--- config.mk ---
export PLATFORM = sky130hd
export DESIGN_NAME = citadel_resp_buf
export DESIGN_NICKNAME = d
export VERILOG_FILES = /design/src/rtl/citadel_resp_pkg.sv /design/src/rtl/citadel_resp_fifo.sv /design/src/rtl/citadel_resp_buf.sv
export SDC_FILE = /design/constraint.sdc
export NUM_CORES = 1
export LEC_CHECK = 0
export BUFFER_PORTS_ARGS = -buffer_cell sky130_fd_sc_hd__buf_2
export CAP_MARGIN = 40
export CELL_PAD_IN_SITES_DETAIL_PLACEMENT = 0
export CELL_PAD_IN_SITES_GLOBAL_PLACEMENT = 1
export CORE_MARGIN = 2
export CORE_UTILIZATION = 32
export DETAILED_ROUTE_END_ITERATION = 6
export GPL_TIMING_DRIVEN = 0
export PLACE_DENSITY = 0.62
export SETUP_SLACK_MARGIN = 0.2
export SYNTH_ARGS = -nofsm -noshare
export SYNTH_HDL_FRONTEND = slang
export SYNTH_HIERARCHICAL = 1
export SYNTH_SLANG_ARGS = --single-unit
--- constraint.sdc ---
create_clock -name clk_i -period 5.3 [get_ports clk_i]
set_input_delay 0.265 -clock clk_i [delete_from_list [all_inputs] [get_ports clk_i]]
set_output_delay 0.265 -clock clk_i [all_outputs]
set_load 0.1 [all_outputs]
--- src/rtl/citadel_resp_pkg.sv ---
// Register map shared by the citadel response buffer and its FIFO.
// Offsets are byte offsets inside the 16-byte bus window.
package citadel_resp_pkg;

    localparam logic [3:0] OFF_RDATA  = 4'h0;
    localparam logic [3:0] OFF_STATUS = 4'h4;
    localparam logic [3:0] OFF_CTRL   = 4'h8;
    localparam logic [3:0] OFF_TSTAMP = 4'hC;

    localparam int STATUS_EMPTY     = 0;
    localparam int STATUS_FULL      = 1;
    localparam int STATUS_UNDERFLOW = 2;
    localparam int STATUS_COUNT_LSB = 8;

    localparam int CTRL_FLUSH         = 0;
    localparam int CTRL_CLR_UNDERFLOW = 1;

endpackage

--- src/rtl/citadel_resp_fifo.sv ---
// Purpose: circular word store with pointers, occupancy count and full/empty flags.
// Latency: push visible at head the cycle after the push edge; head is a combinational read.
// Backpressure: none internally; the caller must not push when full or pop when empty.
module citadel_resp_fifo #(
    parameter int DEPTH_POW = 4,
    parameter int W         = 32
) (
    input  logic                 clk_gen,
    input  logic                 arst_n,
    input  logic                 push,
    input  logic [W-1:0]         push_dat,
    input  logic                 pop,
    input  logic                 flush,
    output logic [W-1:0]         head_dat,
    output logic [DEPTH_POW:0]   count,
    output logic                 full,
    output logic                 empty
);

    localparam int DEPTH = 1 << DEPTH_POW;

    logic [W-1:0]           mem [DEPTH];
    logic [DEPTH_POW-1:0]   wr_ptr;
    logic [DEPTH_POW-1:0]   rd_ptr;

    always_ff @(posedge clk_gen) begin
        if (push && !flush) begin
            mem[wr_ptr] <= push_dat;
        end
    end

    // Flush dominates any push or pop presented in the same cycle.
    always_ff @(posedge clk_gen or negedge arst_n) begin
        if (!arst_n) begin
            wr_ptr <= '0;
            rd_ptr <= '0;
            count  <= '0;
        end else if (flush) begin
            wr_ptr <= '0;
            rd_ptr <= '0;
            count  <= '0;
        end else begin
            if (push) wr_ptr <= wr_ptr + 1'b1;
            if (pop)  rd_ptr <= rd_ptr + 1'b1;
            case ({push, pop})
                2'b10:   count <= count + 1'b1;
                2'b01:   count <= count - 1'b1;
                default: count <= count;
            endcase
        end
    end

    assign head_dat = mem[rd_ptr];
    assign full     = (count == (DEPTH_POW+1)'(DEPTH));
    assign empty    = (count == '0);

endmodule

--- src/rtl/citadel_resp_buf.sv ---
// Purpose: buffers citadel FPU results and serves them as UDM bus registers (optional CITADEL_RESP_TIMESTAMP_EN).
// Latency: read response one cycle after accept; bus_ack_o is combinational and never stalls.
// Backpressure: resp_genfifo_ack_o drops while the FIFO is full (registered flag, a same-cycle pop does not admit).
module citadel_resp_buf
    import citadel_resp_pkg::*;
#(
    parameter int          DEPTH_POW = 4,
    parameter logic [31:0] BASE_ADDR = 32'h10000040
) (
    input  logic        clk_i,
    input  logic        rst_ni,
    input  logic        resp_genfifo_req_i,
    input  logic [31:0] resp_genfifo_wdata_bi,
    output logic        resp_genfifo_ack_o,
    input  logic        bus_req_i,
    input  logic        bus_we_i,
    input  logic [31:0] bus_addr_bi,
    input  logic [3:0]  bus_be_bi,
    input  logic [31:0] bus_wdata_bi,
    output logic        bus_ack_o,
    output logic        bus_resp_o,
    output logic [31:0] bus_rdata_bo
);

`ifdef CITADEL_RESP_TIMESTAMP_EN
    localparam int FIFO_W = 64;
`else
    localparam int FIFO_W = 32;
`endif

    logic [FIFO_W-1:0]    push_dat;
    logic [FIFO_W-1:0]    head_dat;
    logic [DEPTH_POW:0]   count;
    logic                 full;
    logic                 empty;
    logic [31:0]          head_stamp;
    logic                 in_rdy;
    logic                 underflow;
    logic [31:0]          off;
    logic [3:0]           sel;
    logic                 hit;
    logic                 rd_acc;
    logic                 wr_acc;
    logic                 push;
    logic                 pop;
    logic                 flush;
    logic [31:0]          rd_val;
    logic                 unused_bits;

`ifdef CITADEL_RESP_TIMESTAMP_EN
    logic [31:0] tstamp;

    always_ff @(posedge clk_i or negedge rst_ni) begin
        if (!rst_ni) tstamp <= '0;
        else         tstamp <= tstamp + 32'd1;
    end

    assign push_dat   = {tstamp, resp_genfifo_wdata_bi};
    assign head_stamp = head_dat[63:32];
`else
    assign push_dat   = resp_genfifo_wdata_bi;
    assign head_stamp = '0;
`endif

    // Unsigned wrap makes addresses below the base land far outside the window.
    assign off    = bus_addr_bi - BASE_ADDR;
    assign hit    = (off < 32'd16);
    assign sel    = {off[3:2], 2'b00};
    assign rd_acc = bus_req_i && !bus_we_i && hit;
    assign wr_acc = bus_req_i &&  bus_we_i && hit;

    assign bus_ack_o          = bus_req_i;
    assign resp_genfifo_ack_o = in_rdy && !full;
    assign push  = resp_genfifo_req_i && resp_genfifo_ack_o;
    assign pop   = rd_acc && (sel == OFF_RDATA) && !empty;
    assign flush = wr_acc && (sel == OFF_CTRL) && bus_wdata_bi[CTRL_FLUSH];

    citadel_resp_fifo #(
        .DEPTH_POW (DEPTH_POW),
        .W         (FIFO_W)
    ) u_fifo (
        .clk_gen   (clk_i),
        .arst_n    (rst_ni),
        .push      (push),
        .push_dat  (push_dat),
        .pop       (pop),
        .flush     (flush),
        .head_dat  (head_dat),
        .count     (count),
        .full      (full),
        .empty     (empty)
    );

    always_comb begin
        rd_val = '0;
        case (sel)
            OFF_RDATA:  if (!empty) rd_val = head_dat[31:0];
            OFF_STATUS: begin
                rd_val[STATUS_EMPTY]                        = empty;
                rd_val[STATUS_FULL]                         = full;
                rd_val[STATUS_UNDERFLOW]                    = underflow;
                rd_val[STATUS_COUNT_LSB +: DEPTH_POW+1]     = count;
            end
            OFF_TSTAMP: if (!empty) rd_val = head_stamp;
            default:    rd_val = '0;
        endcase
    end

    always_ff @(posedge clk_i or negedge rst_ni) begin
        if (!rst_ni) begin
            in_rdy       <= 1'b0;
            underflow    <= 1'b0;
            bus_resp_o   <= 1'b0;
            bus_rdata_bo <= '0;
        end else begin
            in_rdy       <= 1'b1;
            bus_resp_o   <= rd_acc;
            bus_rdata_bo <= rd_acc ? rd_val : '0;
            if (rd_acc && (sel == OFF_RDATA) && empty) begin
                underflow <= 1'b1;
            end else if (wr_acc && (sel == OFF_CTRL) && bus_wdata_bi[CTRL_CLR_UNDERFLOW]) begin
                underflow <= 1'b0;
            end
        end
    end

    assign unused_bits = ^{bus_be_bi, off[1:0], bus_wdata_bi[31:2]};

endmodule

==> results of run 1 <==
## registers in the layout (all words and copies together) (netlist names)
register	flops
underflow	1
u_fifo/wr_ptr	4
u_fifo/mem	512
u_fifo/rd_ptr	4
bus_rdata_bo	32
u_fifo/count	5
bus_resp_o	1
in_rdy	1
## metrics by stage
stage                     util (%)  hold WS (ps)  power [W]  worst slack (ps)
after floorplan                  -         -30.6    0.00553             -91.1
after global placement        34.6           458    0.00578             -2660
after detailed placement      35.7           140    0.00590               911
after CTS                     38.7          3.89    0.00999              1060
after global routing          38.7          29.1     0.0102               679
final                         38.7          28.0    0.00988              1050
## placed cells by master, fill, tap and decap left out, types with 4 or more instances in the layout
| cell | n |
|---|---|
| xor2_1 | 5 |
| dlygate4sd3_1 | 10 |
| buf_16 | 15 |
| xnor2_1 | 4 |
| nand4_1 | 4 |
| ha_1 | 7 |
| inv_1 | 5 |
| buf_4 | 14 |
| buf_12 | 4 |
| nand2b_1 | 4 |
| mux4_2 | 128 |
| nor2_4 | 11 |
| edfxtp_1 | 512 |
| clkinv_1 | 13 |
| a22oi_1 | 73 |
| nand2_1 | 47 |
| dfrtp_1 | 48 |
| buf_6 | 14 |
| nor2b_1 | 6 |
| a21oi_1 | 5 |
| clkbuf_1 | 48 |
| nor4_1 | 5 |
| nor3_1 | 6 |
| bufinv_16 | 7 |
| clkbuf_16 | 61 |
| buf_2 | 109 |
| and2_1 | 29 |
| nor2_1 | 34 |
| clkinv_2 | 5 |
## final cells by class
cell class / count / area, um2
multi-input cells: 407 / 4750
inverters: 5 / 18.8
well taps: 873 / 1090
clock buffers: 76 / 1580
flip-flops and latches: 560 / 16600
clock inverters: 30 / 324
repair buffers: 147 / 1260
plain buffers: 56 / 298
fillers: 6040 / 41000
## cells by family (layout without fill, tap and decap cells)
kind of cell	Yosys count	count (layout)	synth area share [%]
fa+ha+maj	7	7	0.407
flops	560	560	77.0
xor+xnor	9	9	0.366
other cells	1	1	0.0174
mux	131	131	13.5
buf+inv	61	314	1.47
compound gates	89	89	3.04
simple gates	170	170	4.16
## routing by layer
metal | track usage, % | routed length [um] | share of wire [%] | vias up
li1 | - | - | - | 4650
met1 | 20.2 | 22600 | 45 | 5630
met2 | 24.1 | 24500 | 49 | 265
met3 | 2.33 | 2310 | 4.6 | 69
met4 | 3.86 | 915 | 1.8 | 0
met5 | 0 | 0 | 0 | -
## power by group through the flow
stage               clock network, W  registers (W)  logic [W]
finish                       0.00408        0.00513   0.000669
global route                 0.00434        0.00515   0.000733
CTS                          0.00417        0.00514   0.000681
detailed placement                 0        0.00523   0.000671
global placement                   0        0.00524   0.000533
floorplan                          0        0.00521   0.000320
## worst reg2reg max path, delay by kind of cell (launching register included)
kind | cells | cell delay (ps)
AO/OA/AOI/OAI | 2 | 480
AND/OR/NAND/NOR | 7 | 1920
adder cells (fa/ha/maj) | 1 | 220
buffers and inverters | 3 | 960
flip-flops | 1 | 370
XOR/XNOR | 1 | 180
## path summary, 6_finish.rpt
path | cells after the start | slack, ps | startpoint | endpoint
worst max-delay path | 14 | 1050 | u_fifo/count[1] | u_fifo/count[4]
worst min-delay path | 1 | 30 | resp_genfifo_wdata_bi[31] | u_fifo/mem[5][31]
worst max register to register | 14 | 1050 | u_fifo/count[1] | u_fifo/count[4]
worst min register to register | 2 | 520 | underflow | underflow
max in group asynchronous | 3 | 4700 | rst_ni | bus_rdata_bo[20]
min in group asynchronous | 2 | 70 | rst_ni | bus_rdata_bo[30]
==> results_dict.tcl, run 1 <==
set metrics [dict create \
    status "completed" \
    ys.flop_type "edfxtp_1" \
    clk_latency_ps 610 \
    overflow 0 \
    synth_area_leaders "edfxtp_1, mux4_2, dfrtp_1" \
    area_growth_pct 20.4 \
    dp_hpwl_mm 32.8 \
    core_um2 66900 \
    vdd_drop_max_mv 0.251 \
    num_vias 10600 \
    grt_max_degree 40 \
    grt_pass1_vias 11200 \
    swShare_pct 21.9 \
    synthCells 1028 \
    gp_congestion 0.746 \
    die-area_um2 69400 \
    p_int_w 0.00772 \
    post-route-period-util_pct 80.1 \
    power.density_nw_per_um2 381 \
    path_class "reg2reg" \
    finalHoldViolations 0 \
    cpMaxStageDelayCell "nor4b_4" \
    cts_setup_buffers 0 \
    cp_max_fo 10 \
    synth-edff-count 512 \
    placed_area_um2 23900 \
    drt-pass1-iter-count 7 \
    critPathMaxStageDelay_ps 710 \
    first_iter_violations 758 \
    dp_cells 2038 \
    yosysWarnings 6 \
    synth_common_cells "edfxtp_1, mux4_2, a22oi_1" \
    p_seq_share_pct 52.0 \
    synth-seq-cells 560 \
    slew_violations 0 \
    fp.dieW_um 263 \
    die_y_um 263 \
    num_rows 95 \
    cts_buffers 58 \
    grt_pass1_wl_mm 74.3 \
    drive_gt1_share_pct 30.3 \
    synthesis.area_um2 21500 \
    cts-root-buf "clkbuf_16" \
    cp-end-kind "register" \
    final_antenna_net_count 0 \
    synth_cell_type_count 46 \
    path_buf_inv 3 \
    viasPerCell 4.93 \
    cts_tree "yes" \
    synth.top_cell.area_share_pct 71.4 \
    clkSinkCount 560 \
    rsz0062_at_grt "no" \
    synth-seq-area-share_pct 77.0 \
    nets 1347 \
    setup_viol 0 \
    combPwrFrac_pct 6.8 \
    fin_area_um2 25900 \
    htree_levels 2 \
    drc 0 \
    drv_cap 0 \
    start_util_pct 32.2 \
    ios 140 \
    portBuffers 103 \
    cts_resized 0 \
    tightest_slew_ps 959 \
    slew_headroom_pct 36.1 \
    timing.final.crit_period_ps 4250 \
    cp.required_ps 5790 \
    setup_total_negative_slack_ps 0 \
    grtUsageTotal_pct 14.6 \
    fmax_ghz 0.236 \
    clock_skew_ps 21.5 \
    cp_data_arrival_time_ps 4740 \
    cts_hold_buffers 10 \
    hold_class "in2reg" \
    async_flop_share_pct 8.57 \
    syn_nets 1140 \
    cp_top_family "simple AND/OR/NAND/NOR gates" \
    post-synth-top-count-cell "edfxtp_1" \
    clkPwrFrac_pct 41.3 \
    avgRoutedWirePerCell_um 23.4 \
    crit_chain "clkbuf_1, nor4_1, nor2b_1, nor2_1, nor4b_4, buf_6, clkbuf_1, nand2b_2, xnor2_1, ha_1, nor2_1, o21ai_0, a22oi_1, nand3b_1" \
    antenna_found_initial 1 \
    avgSynthCellArea_um2 20.9 \
    leakage_nw 8.51 \
    cp-start-kind "register" \
    cts_buffer_depth 3 \
    cts.clk_slew.worst_paths_ps 60 \
    antennaDiodeCount 0 \
    fin_cells 2154 \
    wl_mm 50.4 \
    switchingPower_w 0.00216 \
    synth_top_area_cell "edfxtp_1" \
]
Note: power is estimated with default switching activity, not from simulation.
==> run 2: changes to the inputs <==
PLACE_DENSITY = 0.64   (was 0.62)
clock period = 3.8 ns   (was 5.3 ns; I/O delays follow)
==> results_dict.tcl, run 2 (same netlist as run 1, synthesis figures left out) <==
set metrics [dict create \
    status "completed" \
    grt_pass1_vias 11300 \
    die-area_um2 69400 \
    top_regs "u_fifo/mem x512, bus_rdata_bo x32, u_fifo/count x5" \
    start_util_pct 32.2 \
    dp_cells 2033 \
    fp.dieW_um 263 \
    cts_buffer_depth 3 \
    first_iter_violations 707 \
    cp_data_arrival_time_ps 3790 \
    post-route-period-util_pct 86.7 \
    wl_mm 49.2 \
    p_total_w 0.0135 \
    fin_util_pct 39.0 \
    dp_hpwl_mm 32.2 \
    cts-root-buf "clkbuf_16" \
    num_rows 95 \
    n_fill_cell 6032 \
    viasPerCell 4.97 \
    critPathMaxStageDelay_ps 350 \
    layout_common_cells "edfxtp_1, mux4_2, buf_2, a22oi_1, clkbuf_16" \
    avgRoutedWirePerCell_um 22.6 \
    drt-pass1-iter-count 5 \
    ios 140 \
    die_y_um 263 \
    cts_buffers 56 \
    antennaDiodeCount 0 \
    clock_skew_ps 23.7 \
    power.density_nw_per_um2 519 \
    vdd_drop_max_mv 0.403 \
    slew_headroom_pct 38.3 \
    finalHoldViolations 0 \
    drive_gt1_share_pct 30.2 \
    timing.reg2reg.setup_slack_ps 510 \
    htree_levels 2 \
    grt_pass1_wl_mm 73.3 \
    core_um2 66900 \
    grt_max_degree 49 \
    cp_top_family "simple AND/OR/NAND/NOR gates" \
    setup_viol 0 \
    rsz0062_at_grt "no" \
    top_register "u_fifo/mem" \
    gp_congestion 0.753 \
    final_antenna_net_count 0 \
    tightest_slew_ps 925 \
    cts_tree "yes" \
    setup_total_negative_slack_ps 0 \
    drv_cap 0 \
    nets 1370 \
    hold_class "in2async" \
    area_growth_pct 21.1 \
    clk_latency_ps 610 \
    clkSinkCount 560 \
    overflow 0 \
    placed_area_um2 23900 \
    cp_max_fo 15 \
    num_vias 10800 \
    fin_area_um2 26100 \
    path_class "reg2reg" \
    fin_cells 2176 \
    cp-start-kind "register" \
    layout_commonest_cell "edfxtp_1" \
    cp.required_ps 4290 \
    fmax_ghz 0.304 \
    grtUsageTotal_pct 14.3 \
    crit_chain "clkbuf_1, nor4_1, nor2b_1, nor2_2, nor4b_4, buf_4, buf_6, nand2b_2, xnor2_1, ha_1, nor2_1, o21ai_0, a22oi_1, nand3b_1" \
    largest_reg_flops 512 \
    timing.final.crit_period_ps 3290 \
    slew_violations 0 \
    leakage_nw 8.57 \
    cp-end-kind "register" \
    drc 0 \
    cpMaxStageDelayCell "dfrtp_1" \
    cts.clk_slew.worst_paths_ps 60 \
    path_buf_inv 3 \
    antenna_found_initial 1 \
    portBuffers 103 \
]
-- run 2: cell types whose count changed in the layout (fill, tap and decap cells not counted), moves of 4 or more --
| cell | delta |
|---|---|
| dlygate4sd3_1 | +29 |
| clkinv_2 | +9 |
| buf_8 | +7 |
| clkbuf_1 | -6 |
| clkbuf_16 | -5 |
| clkinv_1 | -5 |
| buf_16 | -4 |
| buf_4 | -4 |
-- run 2: what timing repair did --
item,in CTS,in global routing
buffers inserted,2,0
hold endpoints to repair,563,0
resized for setup,1,0
endpoints found under the setup margin,5,0
hold buffers,39,0
-- run 2: metal layers --
| layer | vias to the layer above | global-route usage (%) | share of wire (%) |
|---|---|---|---|
| met5 | - | 0 | 0 |
| met4 | 0 | 4.00 | 2.0 |
| met3 | 66 | 2.54 | 6.1 |
| met2 | 339 | 23.4 | 48 |
| met1 | 5698 | 19.6 | 43 |
| li1 | 4706 | - | - |
-- run 2: cell type report --
cell class	count	area (um2)	area share, %
clock inverter	36	360	1.38
buffer	55	294	1.13
clock buffer	67	1450	5.57
multi-input combinational	407	4770	18.3
inverter	5	18.8	0.0720
sequential	560	16600	63.6
tap	873	1090	4.19
timing repair buffer	173	1510	5.78
-- run 2: power breakdown --
part	leakage [nW]	switching [W]	internal [W]
clock network	0.884	0.00231	0.00314
registers	5.26	0.0000939	0.00706
logic	2.43	0.000616	0.000325
-- run 2: worst register-to-register path: cells and delay by family, from the launching register on --
family	cells	cell delay (ps)
and+or+nand+nor	7	1300
buffers and inverters	3	710
AOI/OAI and AO/OA	2	440
DFF	1	350
adders and majority gates	1	230
xor gates and xnor gates	1	160
-- run 2: path summary, 6_finish.rpt --
check | cells after the start | end | start
worst max-delay path | 14 | u_fifo/count[4] | u_fifo/count[1]
worst min-delay path | 3 | bus_rdata_bo[27] | rst_ni
worst max register to register | 14 | u_fifo/count[4] | u_fifo/count[1]
worst min register to register | 2 | u_fifo/wr_ptr[3] | u_fifo/wr_ptr[3]
max in group asynchronous | 3 | bus_rdata_bo[15] | rst_ni
min in group clk_i | 5 | u_fifo/wr_ptr[0] | resp_genfifo_req_i
-- run 2: metrics by stage --
| stage | hold WS [ps] | worst slack (ps) |
|---|---|---|
| finish | 127 | 506 |
| global route | 164 | 221 |
| CTS | 122 | 511 |
| detailed placement | 220 | -573 |
| global placement | 384 | -947 |
| floorplan | -106 | 345 |
==> run 3: changes to the inputs <==
PLACE_DENSITY = 0.63   (was 0.64)
SYNTH_HIERARCHICAL = default   (was 1)
clock period = 3.5 ns   (was 3.8 ns; I/O delays follow)
==> results_dict.tcl, run 3 <==
set metrics [dict create \
    status "completed" \
    place_ws_ps -860 \
    overflow 0 \
    dp_hpwl_mm 33.2 \
    fp.dieW_um 266 \
    num_vias 11800 \
    cts_tree "yes" \
    fmax_ghz 0.301 \
    synth-seq-area-share_pct 75.4 \
    leakage_nw 8.57 \
    avgSynthCellArea_um2 19.0 \
    rsz0062_at_grt "yes" \
    setup_slack_ps 175 \
    cp_data_arrival_time_ps 3550 \
    portBuffers 103 \
    fin_util_pct 38.7 \
    synth_area_leaders "edfxtp_1, mux4_2, dfrtp_1" \
    grt_max_degree 49 \
    slew_violations 0 \
    path_class "in2reg" \
    crit_chain "buf_2, or4_1, or3_1, buf_6, o311a_1, o21ai_2, or4_4, nor4_4, buf_6, nor3_2, and3_4" \
    cts.clk_slew.worst_paths_ps 60 \
    wl_mm 56.4 \
    nets 1498 \
    synthesis.area_um2 22000 \
    holdWs_ps 78.7 \
    cts_buffer_depth 3 \
    async_flop_share_pct 8.57 \
    setup_viol 0 \
    cp-end-kind "register" \
    grt_pass1_wl_mm 79.8 \
    cts_buffers 58 \
    clk_latency_ps 620 \
    grtUsageTotal_pct 15.3 \
    final_antenna_net_count 0 \
    p_total_w 0.0147 \
    cp_common_cell "buf_6" \
    cts-root-buf "clkbuf_16" \
    finalHoldViolations 0 \
    top_regs "u_fifo.mem x512, bus_rdata_bo x32, u_fifo.count x5" \
    r2r_cells 11 \
    ys.flop_type "edfxtp_1" \
    yosysWarnings 0 \
    largest_reg_flops 512 \
    synth-seq-cells 560 \
    antenna_found_initial 2 \
    layout_common_cells "edfxtp_1, buf_2, mux4_2, mux2i_1, clkbuf_16" \
    synth-edff-count 512 \
    drv_cap 0 \
    top_register "u_fifo.mem" \
    cp.required_ps 3730 \
    synthMuxAreaShare_pct 13.5 \
    die_y_um 266 \
    vdd_drop_max_mv 0.322 \
    core_um2 68300 \
    reg2reg_to "u_fifo.count[4]" \
    tightest_slew_ps 840 \
    dp_cells 2160 \
    avgRoutedWirePerCell_um 24.3 \
    synth_top_area_cell "edfxtp_1" \
    drc 0 \
    num_rows 96 \
    hold_start "bus_addr_bi[3]" \
    post-synth-top-count-cell "edfxtp_1" \
    synth_top_family_by_area "multiplexers" \
    r2r_start "u_fifo.count[1]" \
    fin_cells 2317 \
    hold_class "in2reg" \
    drt-pass1-iter-count 5 \
    layout_commonest_cell "edfxtp_1" \
    synth_common_cells "edfxtp_1, mux4_2, mux2i_1" \
    slew_headroom_pct 44.0 \
    synth_cell_type_count 59 \
    die-area_um2 70800 \
    power.density_nw_per_um2 555 \
    grt_pass1_vias 12200 \
    timing.reg2reg.setup_slack_ps 380 \
    clock_skew_ps 26.3 \
    min_path_cells 5 \
    syn_nets 1266 \
    gp_congestion 0.770 \
    start_util_pct 32.2 \
    cp_max_fo 32 \
    drive_gt1_share_pct 27.3 \
    synth-simple-area-share_pct 3.45 \
    synthXorXnorAreaFrac_pct 0.438 \
    synth.top_cell.area_share_pct 69.9 \
    synth-adder-area-share_pct 0.341 \
    timing.final.crit_period_ps 3320 \
    synth_compound_area_share_pct 5.64 \
    clkSinkCount 560 \
    ios 140 \
    cp-start-kind "input port" \
    area_growth_pct 20.3 \
    min_delay_worst_endpoint "underflow" \
    critPathMaxStageDelay_ps 760 \
    cpMaxStageDelayCell "and3_4" \
    htree_levels 2 \
    post-route-period-util_pct 95.0 \
    first_iter_violations 1043 \
    synthCells 1155 \
    viasPerCell 5.09 \
]
-- run 3: worst max-delay path by stage --
stage	start	endpoint	slack, ps	cells after the start
after floorplan	u_fifo.count[1]	u_fifo.mem[3][0]	150	6
after global placement	u_fifo.rd_ptr[0]	bus_rdata_bo[28]	-1070	9
after detailed placement	u_fifo.rd_ptr[0]	bus_rdata_bo[28]	-860	10
after CTS	u_fifo.count[1]	u_fifo.count[4]	180	10
after global routing	bus_addr_bi[17]	u_fifo.mem[10][20]	100	11
final	bus_addr_bi[17]	u_fifo.mem[10][6]	180	11
-- run 3: cell families (layout without fill, tap and decap cells) --
kind of cell	Yosys count	count (layout)
AO/OA/AOI/OAI	193	193
AND/OR/NAND/NOR	130	140
other	1	2
XOR/XNOR	11	11
adder cells (fa/ha/maj)	6	6
multiplexers	187	187
flip-flops	560	560
buffers and inverters	67	336
-- run 3: per-stage QoR --
step | setup TNS, ps | instance area (um2)
3_5_place_dp | -226020 | 24000
6_report | 0 | 26400
4_1_cts | 0 | 26200
3_3_place_gp | -252830 | 23700
2_1_floorplan | 0 | 22100
5_1_grt | 0 | 26400
-- run 3: layout make-up --
cell class / count / area (um2)
Clock inverter: 16 / 134
Tap cell: 882 / 1100
Sequential cell: 560 / 16600
Buffer: 60 / 288
Clock buffer: 91 / 1670
Antenna cell: 1 / 2.50
Timing Repair Buffer: 163 / 1230
Fill cell: 6214 / 41900
Multi-Input combinational cell: 538 / 5420
Inverter: 6 / 22.5
-- run 3: worst max-delay path, delay by kind of cell --
family,cells,cell delay [ps]
AO/OA/AOI/OAI,2,610
AND/OR/NAND/NOR,6,2300
buffers and inverters,3,440
-- run 3: per-layer routing --
layer,GRT usage (%),vias up,part of all wire (%)
met5,0,-,0
met3,2.28,66,5.5
met4,4.28,0,1.8
li1,-,5229,-
met1,21.5,6157,44
met2,24.8,349,48
-- run 3: report_power, final --
part	switching, W	total (W)	internal (W)
Sequential	0.000130	0.00778	0.00765
Combinational	0.000682	0.00101	0.000327
Clock	0.00250	0.00590	0.00340
-- run 3: what timing repair did --
action / 4_1_cts / 5_1_grt
hold buffers: 36 / 0
cloned: 0 / 10
buffers inserted: 1 / 3
pin swaps: 1 / 8
endpoints found under the setup margin: 106 / 488
gates resized for setup: 18 / 33
endpoints found under the hold margin: 562 / 0
